$ cat src/rtl/sprite_line_engine.sv
// Double-buffered sprite scanline engine: scans the attribute table for the next
// line into the back bank while the front bank resolves per-pixel palette indices.
module sprite_line_engine #(
    parameter int MAX_SPRITES  = 8,
    parameter int SPRITE_ATTRS = 64,
    parameter int SPRITE_W     = 16,
    parameter int SPRITE_H     = 16,
    parameter int BPP          = 2
) (
    input  logic                            clk,
    input  logic                            reset_n,
    input  logic                            line_start,
    input  logic [9:0]                      next_line,
    output logic [$clog2(SPRITE_ATTRS)-1:0] attr_addr,
    input  logic [31:0]                     attr_data,
    output logic [11:0]                     pix_addr,
    input  logic [SPRITE_W*BPP-1:0]         pix_data,
    input  logic [9:0]                      pixel_x,
    input  logic                            pixel_valid,
    output logic [2+BPP:0]                  pixel_out,
    output logic                            pixel_opaque,
    output logic                            overflow,
    output logic                            busy
);
    localparam int AW = $clog2(SPRITE_ATTRS);
    localparam int SW = (MAX_SPRITES > 1) ? $clog2(MAX_SPRITES) : 1;
    localparam int VW = $clog2(MAX_SPRITES + 1);
    localparam int OW = (SPRITE_W > 1) ? $clog2(SPRITE_W) : 1;
    localparam int RW = SPRITE_W * BPP;

    localparam logic [2:0] S_IDLE   = 3'd0;
    localparam logic [2:0] S_A_REQ  = 3'd1;
    localparam logic [2:0] S_A_CHK  = 3'd2;
    localparam logic [2:0] S_P_LOAD = 3'd3;
    localparam logic [2:0] S_DONE   = 3'd4;

    localparam logic [AW-1:0] AC_LAST = AW'(SPRITE_ATTRS - 1);
    localparam logic [VW-1:0] VC_FULL = VW'(MAX_SPRITES);
    localparam logic [10:0]   H_L     = 11'(SPRITE_H);
    localparam logic [10:0]   W_L     = 11'(SPRITE_W);

    logic [2:0]    state;
    logic [AW-1:0] ac;
    logic [VW-1:0] vc;
    logic [9:0]    line_y;
    logic [9:0]    ld_x;
    logic [2:0]    ld_pal;
    logic          ld_hflip;
    logic [11:0]   pix_addr_q;
    logic          back_ovf;
    logic          front;
    logic          back;

    logic [MAX_SPRITES-1:0] slot_valid [2];
    logic [9:0]             slot_x     [2][MAX_SPRITES];
    logic [2:0]             slot_pal   [2][MAX_SPRITES];
    logic [RW-1:0]          slot_row   [2][MAX_SPRITES];

    logic [9:0]    a_y;
    logic [10:0]   a_row;
    logic          visible;
    logic          load_now;
    logic [11:0]   pa_c;
    logic [RW-1:0] row_in;

    assign back      = ~front;
    assign attr_addr = ac;
    assign a_y       = attr_data[9:0];
    // Eleven-bit difference so a sprite starting below the line never wraps into range.
    assign a_row     = {1'b0, line_y} - {1'b0, a_y};
    assign visible   = (line_y >= a_y) && (a_row < H_L);
    assign load_now  = (state == S_A_CHK) && visible && (vc < VC_FULL);
    assign pa_c      = 12'(32'(attr_data[27:20]) * 32'(SPRITE_H) + 32'(a_row));
    assign pix_addr  = load_now ? pa_c : pix_addr_q;

    // NOTE: every variable assigned in always_comb gets a default first so no latch is inferred.
    always_comb begin
        row_in = pix_data;
        if (ld_hflip) begin
            for (int i = 0; i < SPRITE_W; i++)
                row_in[i*BPP +: BPP] = pix_data[(SPRITE_W-1-i)*BPP +: BPP];
        end
    end

    always_ff @(posedge clk or negedge reset_n) begin
        if (!reset_n) begin
            state         <= S_IDLE;
            ac            <= '0;
            vc            <= '0;
            line_y        <= '0;
            ld_x          <= '0;
            ld_pal        <= '0;
            ld_hflip      <= 1'b0;
            pix_addr_q    <= '0;
            back_ovf      <= 1'b0;
            overflow      <= 1'b0;
            busy          <= 1'b0;
            front         <= 1'b0;
            slot_valid[0] <= '0;
            slot_valid[1] <= '0;
        end else if (line_start) begin
            // An unfinished scan still goes live, but is flagged as having lost sprites.
            front             <= back;
            overflow          <= (state == S_IDLE || state == S_DONE) ? back_ovf : 1'b1;
            back_ovf          <= 1'b0;
            slot_valid[front] <= '0;
            line_y            <= next_line;
            ac                <= '0;
            vc                <= '0;
            busy              <= 1'b1;
            state             <= S_A_REQ;
        end else begin
            case (state)
                S_A_REQ: state <= S_A_CHK;
                S_A_CHK: begin
                    if (visible) begin
                        if (vc < VC_FULL) begin
                            ld_x       <= attr_data[19:10];
                            ld_pal     <= attr_data[30:28];
                            ld_hflip   <= attr_data[31];
                            pix_addr_q <= pa_c;
                            state      <= S_P_LOAD;
                        end else begin
                            back_ovf <= 1'b1;
                            busy     <= 1'b0;
                            state    <= S_DONE;
                        end
                    end else if (ac == AC_LAST) begin
                        busy  <= 1'b0;
                        state <= S_DONE;
                    end else begin
                        ac    <= ac + 1'b1;
                        state <= S_A_REQ;
                    end
                end
                S_P_LOAD: begin
                    slot_valid[back][vc[SW-1:0]] <= 1'b1;
                    vc <= vc + 1'b1;
                    if (ac == AC_LAST) begin
                        busy  <= 1'b0;
                        state <= S_DONE;
                    end else begin
                        ac    <= ac + 1'b1;
                        state <= S_A_REQ;
                    end
                end
                default: ;
            endcase
        end
    end

    // NOTE: slot payload is always qualified by slot_valid, so it is plain storage with no reset.
    always_ff @(posedge clk) begin
        if (!line_start && state == S_P_LOAD) begin
            slot_x[back][vc[SW-1:0]]   <= ld_x;
            slot_pal[back][vc[SW-1:0]] <= ld_pal;
            slot_row[back][vc[SW-1:0]] <= row_in;
        end
    end

    logic [9:0]     lk_off;
    logic [BPP-1:0] lk_pix;
    logic           lk_hit;
    logic [2+BPP:0] lk_val;

    // Walk from the highest slot down so the lowest-index hit is the one left standing.
    always_comb begin
        lk_hit = 1'b0;
        lk_val = '0;
        lk_off = '0;
        lk_pix = '0;
        for (int s = MAX_SPRITES - 1; s >= 0; s--) begin
            lk_off = pixel_x - slot_x[front][s];
            lk_pix = slot_row[front][s][lk_off[OW-1:0]*BPP +: BPP];
            if (slot_valid[front][s] && (pixel_x >= slot_x[front][s]) &&
                ({1'b0, lk_off} < W_L) && (lk_pix != '0)) begin
                lk_hit = 1'b1;
                lk_val = {slot_pal[front][s], lk_pix};
            end
        end
    end

    always_ff @(posedge clk or negedge reset_n) begin
        if (!reset_n) begin
            pixel_out    <= '0;
            pixel_opaque <= 1'b0;
        end else begin
            pixel_opaque <= pixel_valid && lk_hit;
            pixel_out    <= (pixel_valid && lk_hit) ? lk_val : '0;
        end
    end

endmodule
$ cat config.mk
export PLATFORM = sky130hd
export DESIGN_NAME = sprite_line_engine
export DESIGN_NICKNAME = d
export VERILOG_FILES = /design/src/rtl/sprite_line_engine.sv
export SDC_FILE = /design/constraint.sdc
export NUM_CORES = 1
export LEC_CHECK = 0
export ABC_AREA = 1
export CAP_MARGIN = 10
export CORE_ASPECT_RATIO = 1.1
export CORE_MARGIN = 2
export CORE_UTILIZATION = 47
export CTS_CLUSTER_DIAMETER = 40
export CTS_CLUSTER_SIZE = 16
export DETAILED_ROUTE_END_ITERATION = 12
export GPL_ROUTABILITY_DRIVEN = 0
export HOLD_SLACK_MARGIN = 0.12
export PLACE_DENSITY_LB_ADDON = 0.1
export SLEW_MARGIN = 20
export SYNTH_ARGS = -nofsm -noshare
export SYNTH_HDL_FRONTEND = slang
export SYNTH_SLANG_ARGS = --single-unit
$ cat constraint.sdc
create_clock -name clk -period 9.2 [get_ports clk]
set_clock_uncertainty 0.1 [all_clocks]
set_input_delay 1.84 -clock clk [delete_from_list [all_inputs] [get_ports clk]]
set_output_delay 1.84 -clock clk [all_outputs]
set_load 0.02 [all_outputs]
==> flow_summary.toml, run 1 <==
[yosys]
yosys_most_used_dff = "edfxtp_1"
synth-seq-area-share_pct = 63.6
ys_top_cells_by_area = "edfxtp_1, nand2_1, dfrtp_1, nand3_1, ha_1"
synth-async-reset-ratio_pct = 9.43
syn-num-nets = 3575
synthesis.instances = 3378
netlist_area_um2 = 36900
yosys-top-cells-count = "nand2_1, edfxtp_1, nand3_1"
synth.top_cell.area_share_pct = 58.5
synth_seq_cells = 795
yosysTopAreaCell = "edfxtp_1"
syn_avg_cell_area_um2 = 10.9
yosysWarningCount = 0
synth-edff-count = 720
synth_cell_types = 54
yosysMostFrequentCell = "nand2_1"

[clock_network]
cts_htree_levels = 3
path_clk_slew_ns = 0.05
cts_setup_buffers = 0
clockBufferDepth = 3
worstSkewPairLatency_ns = 0.67
root_buffer = "clkbuf_16"
cts_sinks = 795
hold_buffers = 0
cts_resized = 0
cts_tree = "yes"
numCtsBuffers = 105

[setup_path]
cp_max_fo = 4
crit_arrival_ns = 5.83
crit_buf_inv = 3
crit_chain = "clkdlybuf4s50_1, ha_1, fa_1, nand3b_1, nand2_1, nand3_1, nand2_1, xor2_1, inv_1, ha_1, nand3_1, nand2_1, a21oi_1, o21ai_0, a21oi_1, nor2_1, nor2_1, xor2_1, o21ai_1, clkdlybuf4s50_1"
crit_required_ns = 7.26
cp-start-kind = "input pin"
startpoint = "attr_data[0]"
critPathSlowestCell = "clkdlybuf4s50_1"
cpLargestDelayFamily = "buffers and inverters"
end_kind = "primary output"
slowest_delay_ns = 0.64
reg2reg_from = "front"
crit_type = "input pin to primary output"
crit_path_frequent_cell = "nand2_1"

[place]
place.port_buffers = 113
dpl.cell_count = 4455
hpwl_mm = 60.7
dp_slack_ns = 1.47
placed_area_um2 = 39300

[global_route]
grt.total_usage_pct = 24.7
grt_pass1_wl_mm = 151
gr-total-overflow = 0
grt.busiest_layer = "met2"
gr-usage-met2_pct = 40.9
grt_util_met3_pct = 3.10
antenna_found_initial = 6
grt_pass1_vias = 25400
grt_start_max_net_pins = 172
grtUsageMet1_pct = 33.1

[floorplanning]
die_x_um = 271
fp.dieH_um = 298
dieArea_um2 = 80900
rows = 107
core_area_um2 = 77600
ios = 114
start_util_pct = 47.6

[sta]
worst_pin_slew_ns = 1.04
slew_viol_final = 0
setup_viol = 0
hold_viol_final = 0
relSlewSlack_pct = 30.9
fin_ws_ns = 1.43
fin_setup_tns_ns = 0
fmax_mhz = 129
rsz0062_at_grt = "no"
period_share_pct = 84.5
timing.hold.ws_ns = 0.390
timing.final.crit_period_ns = 7.77

[detailed_routing]
drc = 0
totalWireLength_mm = 99.7
drt-vias-per-instance = 5.53
first_pass_iters = 7
vias = 25700
first_iter_violations = 2369
routedWlPerCell_um = 21.4
ant_nets = 0

[finish]
diodes = 0
layout.nets = 3724
multi_input_area_um2 = 11900
fillers = 6657
area_growth_pct = 16.6
final_cells = 4651
final_area_um2 = 43100
drive_gt1_share_pct = 8.85
seqCellArea_um2 = 23500

[power]
power-per-cell-area_nw_per_um2 = 262
total_leakage_power_nw = 17.1
ir_drop_mv = 0.331

[hold_path]
hold_path_class = "flip-flop to flip-flop"
min_from = "slot_valid[2]"

[run_status]
status = "finished, final reports clean"

[run]
cap_violations = 0
==> area by class of cell <==
class / count / share of cell area [%]
clock buffers: 113 / 6.31
multi-input cells: 2197 / 27.7
well taps: 1035 / 3.01
clock inverters: 83 / 2.50
repair buffers: 169 / 3.66
flip-flops and latches: 795 / 54.5
inverters: 259 / 2.27
==> path summary, 6_finish.rpt <==
check	to	slack [ns]	cells past startpoint
setup / recovery	pix_addr[11]	1.43	20
hold / removal	slot_valid[2]	0.39	2
setup reg to reg	pixel_out[0]	4.01	19
hold reg to reg	slot_valid[2]	0.39	2
max in group asynchronous	ld_hflip	7.32	1
min in group asynchronous	attr_addr[3]	1.11	1
==> placed cells by master, fill, tap and decap left out, types with 9 or more instances in the layout <==
| cell | count |
|---|---|
| xor2_1 | 50 |
| inv_6 | 22 |
| nand2_1 | 834 |
| clkbuf_16 | 107 |
| edfxtp_1 | 720 |
| clkdlybuf4s50_1 | 112 |
| a31oi_1 | 10 |
| a22oi_1 | 30 |
| clkinv_2 | 9 |
| nand3_1 | 299 |
| nor3_1 | 9 |
| o221ai_1 | 22 |
| a21oi_2 | 13 |
| fa_1 | 10 |
| mux2i_1 | 88 |
| clkinv_4 | 10 |
| a21oi_1 | 131 |
| buf_4 | 54 |
| bufinv_16 | 16 |
| ha_1 | 99 |
| inv_1 | 251 |
| o22ai_1 | 10 |
| o211ai_1 | 22 |
| o21ai_1 | 40 |
| dfrtp_1 | 73 |
| nor2_1 | 250 |
| nor2_4 | 19 |
| nand4_1 | 31 |
| o21ai_0 | 153 |
| o21bai_1 | 15 |
==> tightest hold or removal path, delay by kind of cell, from the launching register on <==
kind	cells	cell delay (ns)
AO/OA/AOI/OAI	1	0.06
flip-flops	1	0.34
AND/OR/NAND/NOR	1	0.05
==> through the flow <==
step,power (mW),utilization (%)
floorplan,6.26,-
global route,11.8,55.5
CTS,11.4,55.4
detailed placement,7.02,50.6
global placement,6.97,50.5
finish,11.3,55.5
==> registers in the layout, indices dropped and copies added, names as in the netlist <==
signal        cells
pixel_opaque      1
back_ovf          1
attr_addr         6
line_y           10
slot_pal         48
overflow          1
ld_x             10
pix_addr_q       12
pixel_out         5
slot_row        512
front             1
vc                4
ld_hflip          1
slot_valid       16
busy              1
ld_pal            3
slot_x          160
state             3
==> cell families (layout without fill, tap and decap cells) <==
kind of cell | after synthesis | in the layout | synth area share [%]
flops | 795 | 795 | 63.6
xor+xnor | 58 | 58 | 1.38
mux | 88 | 88 | 2.38
fa+ha+maj | 109 | 109 | 3.90
simple gates | 1473 | 1473 | 16.7
buf+inv | 386 | 624 | 4.79
compound gates | 469 | 469 | 7.20
==> where the power goes <==
group          internal [mW]  switching, mW
Sequential              4.01         0.0696
Clock                   2.65           1.68
Combinational          0.885           1.98
Total                   7.55           3.73
==> metal layers <==
layer	routed length [µm]	share of wire, %
met1	42200	42
met2	47600	48
met3	6410	6.4
met4	3430	3.4
met5	13	0.013
Power figures use the tool's default switching activity.
==> run 2, diff against run 1 <==
==> constraint.sdc (replaced) <==
create_clock -name clk -period 6.9 [get_ports clk]
set_clock_uncertainty 0.1 [all_clocks]
set_input_delay 1.38 -clock clk [delete_from_list [all_inputs] [get_ports clk]]
set_output_delay 1.38 -clock clk [all_outputs]
set_load 0.02 [all_outputs]
==> flow_summary.toml, run 2 (synthesized netlist as in run 1, its figures left out) <==
[run_status]
status = "finished, final reports clean"

[global_route]
grt_pass1_vias = 25100
grt_start_max_net_pins = 168
antenna_found_initial = 3
gr-total-overflow = 0
grt.total_usage_pct = 24.6
grt_pass1_wl_mm = 150

[floorplanning]
core_area_um2 = 77600
start_util_pct = 47.6
die_x_um = 271
rows = 107
fp.dieH_um = 298
ios = 114
dieArea_um2 = 80900

[clock_network]
cts_htree_levels = 3
clockBufferDepth = 3
worstSkewPairLatency_ns = 0.68
cts_resized = 0
cts_sinks = 795
root_buffer = "clkbuf_16"
path_clk_slew_ns = 0.05
cts_tree = "yes"
cts_setup_buffers = 0
numCtsBuffers = 113
hold_buffers = 0

[finish]
layout_commonest_cell = "nand2_1"
mostFrequentLayoutCells = "nand2_1, edfxtp_1, nand3_1, inv_1, nor2_1"
drive_gt1_share_pct = 9.67
fillers = 6499
layout.nets = 3747
final_util_pct = 55.9
final_cells = 4686
final_area_um2 = 43400
area_growth_pct = 17.6
largest_reg_flops = 512

[setup_path]
r2r_end = "pixel_out[0]"
end_kind = "primary output"
reg2reg_slack_ns = 2.03
crit_type = "input pin to primary output"
crit_required_ns = 5.42
slowest_delay_ns = 0.65
critPathSlowestCell = "clkdlybuf4s50_1"
crit_path_frequent_cell = "nand2_1"
reg2reg_from = "front"
crit_end = "pix_addr[7]"
worst-r2r-cell-count = 19
cp-start-kind = "input pin"
cp_max_fo = 24
startpoint = "attr_data[0]"
crit_arrival_ns = 5.11
crit_chain = "clkdlybuf4s50_1, ha_1, fa_1, nand3b_1, nand2_1, nand4_1, o211ai_1, nand2_1, nand2_1, a21oi_1, nor2_2, nand3_2, nor2_4, nand3_2, o21ai_1, clkdlybuf4s50_1"

[sta]
worst_pin_slew_ns = 1.01
rsz0062_at_grt = "no"
hold_viol_final = 0
timing.final.crit_period_ns = 6.59
setup_viol = 0
fin_setup_tns_ns = 0
slew_viol_final = 0
relSlewSlack_pct = 32.3
period_share_pct = 95.5
fmax_mhz = 152

[hold_path]
hold-path-cell-count = 2
hold_path_class = "flip-flop to flip-flop"

[place]
placed_area_um2 = 39400
dpl.cell_count = 4468
place.port_buffers = 113
hpwl_mm = 61.6

[detailed_routing]
vias = 25800
drt-vias-per-instance = 5.51
totalWireLength_mm = 101
drc = 0
first_pass_iters = 5
first_iter_violations = 2374
routedWlPerCell_um = 21.5
ant_nets = 0

[power]
power-per-cell-area_nw_per_um2 = 351
ir_drop_mv = 0.306
power_mw = 15.3
total_leakage_power_nw = 17.2

[run]
cap_violations = 0
run 2: area by class of cell:
cell class                      instances  area [µm²]  share of cell area (%)
Timing Repair Buffer                  184        1720                    3.95
Tap cell                             1035        1290                    2.98
Antenna cell                            1        2.50                 0.00576
Clock inverter                         97        1140                    2.62
Clock buffer                          118        2870                    6.60
Sequential cell                       795       23500                    54.1
Multi-Input combinational cell       2197       11900                    27.5
Inverter                              259         980                    2.26
run 2: worst min-delay path by stage:
stage | from | to | slack (ns)
global placement | slot_valid[2] | slot_valid[2] | 0.37
CTS | slot_valid[6] | slot_valid[6] | 0.39
global route | pix_addr_q[7] | pix_addr_q[7] | 0.40
finish | pix_addr_q[8] | pix_addr_q[8] | 0.38
detailed placement | slot_valid[6] | slot_valid[6] | 0.37
floorplan | line_y[2] | line_y[2] | 0.35
run 2: power by group:
part | internal [mW] | total, mW | switching, mW | leakage [nW]
registers | 5.35 | 5.43 | 0.0781 | 7.84
logic | 1.20 | 3.86 | 2.66 | 7.50
clock network | 3.61 | 5.96 | 2.35 | 1.91
run 2: routing by layer:
layer	routed length (µm)	part of all wire (%)	up-vias	global-route usage [%]
met5	0	0	-	0
met4	2780	2.8	0	7.73
met3	6070	6.0	167	3.69
met2	48300	48	875	40.9
met1	43600	43	12600	33.4
li1	-	-	12200	-
run 2: worst max-delay path: cells and delay by family:
family,cells,cell delay [ns]
compound gates,3,0.57
fa+ha+maj,2,0.67
buf+inv,2,1.05
simple gates,9,1.42
run 2: per-stage QoR:
stage	hold WS, ns	setup slack, ns
global route	0.402	0.0761
global placement	0.367	0.174
detailed placement	0.375	0.0843
floorplan	0.346	1.31
finish	0.382	0.309
CTS	0.388	0.0702
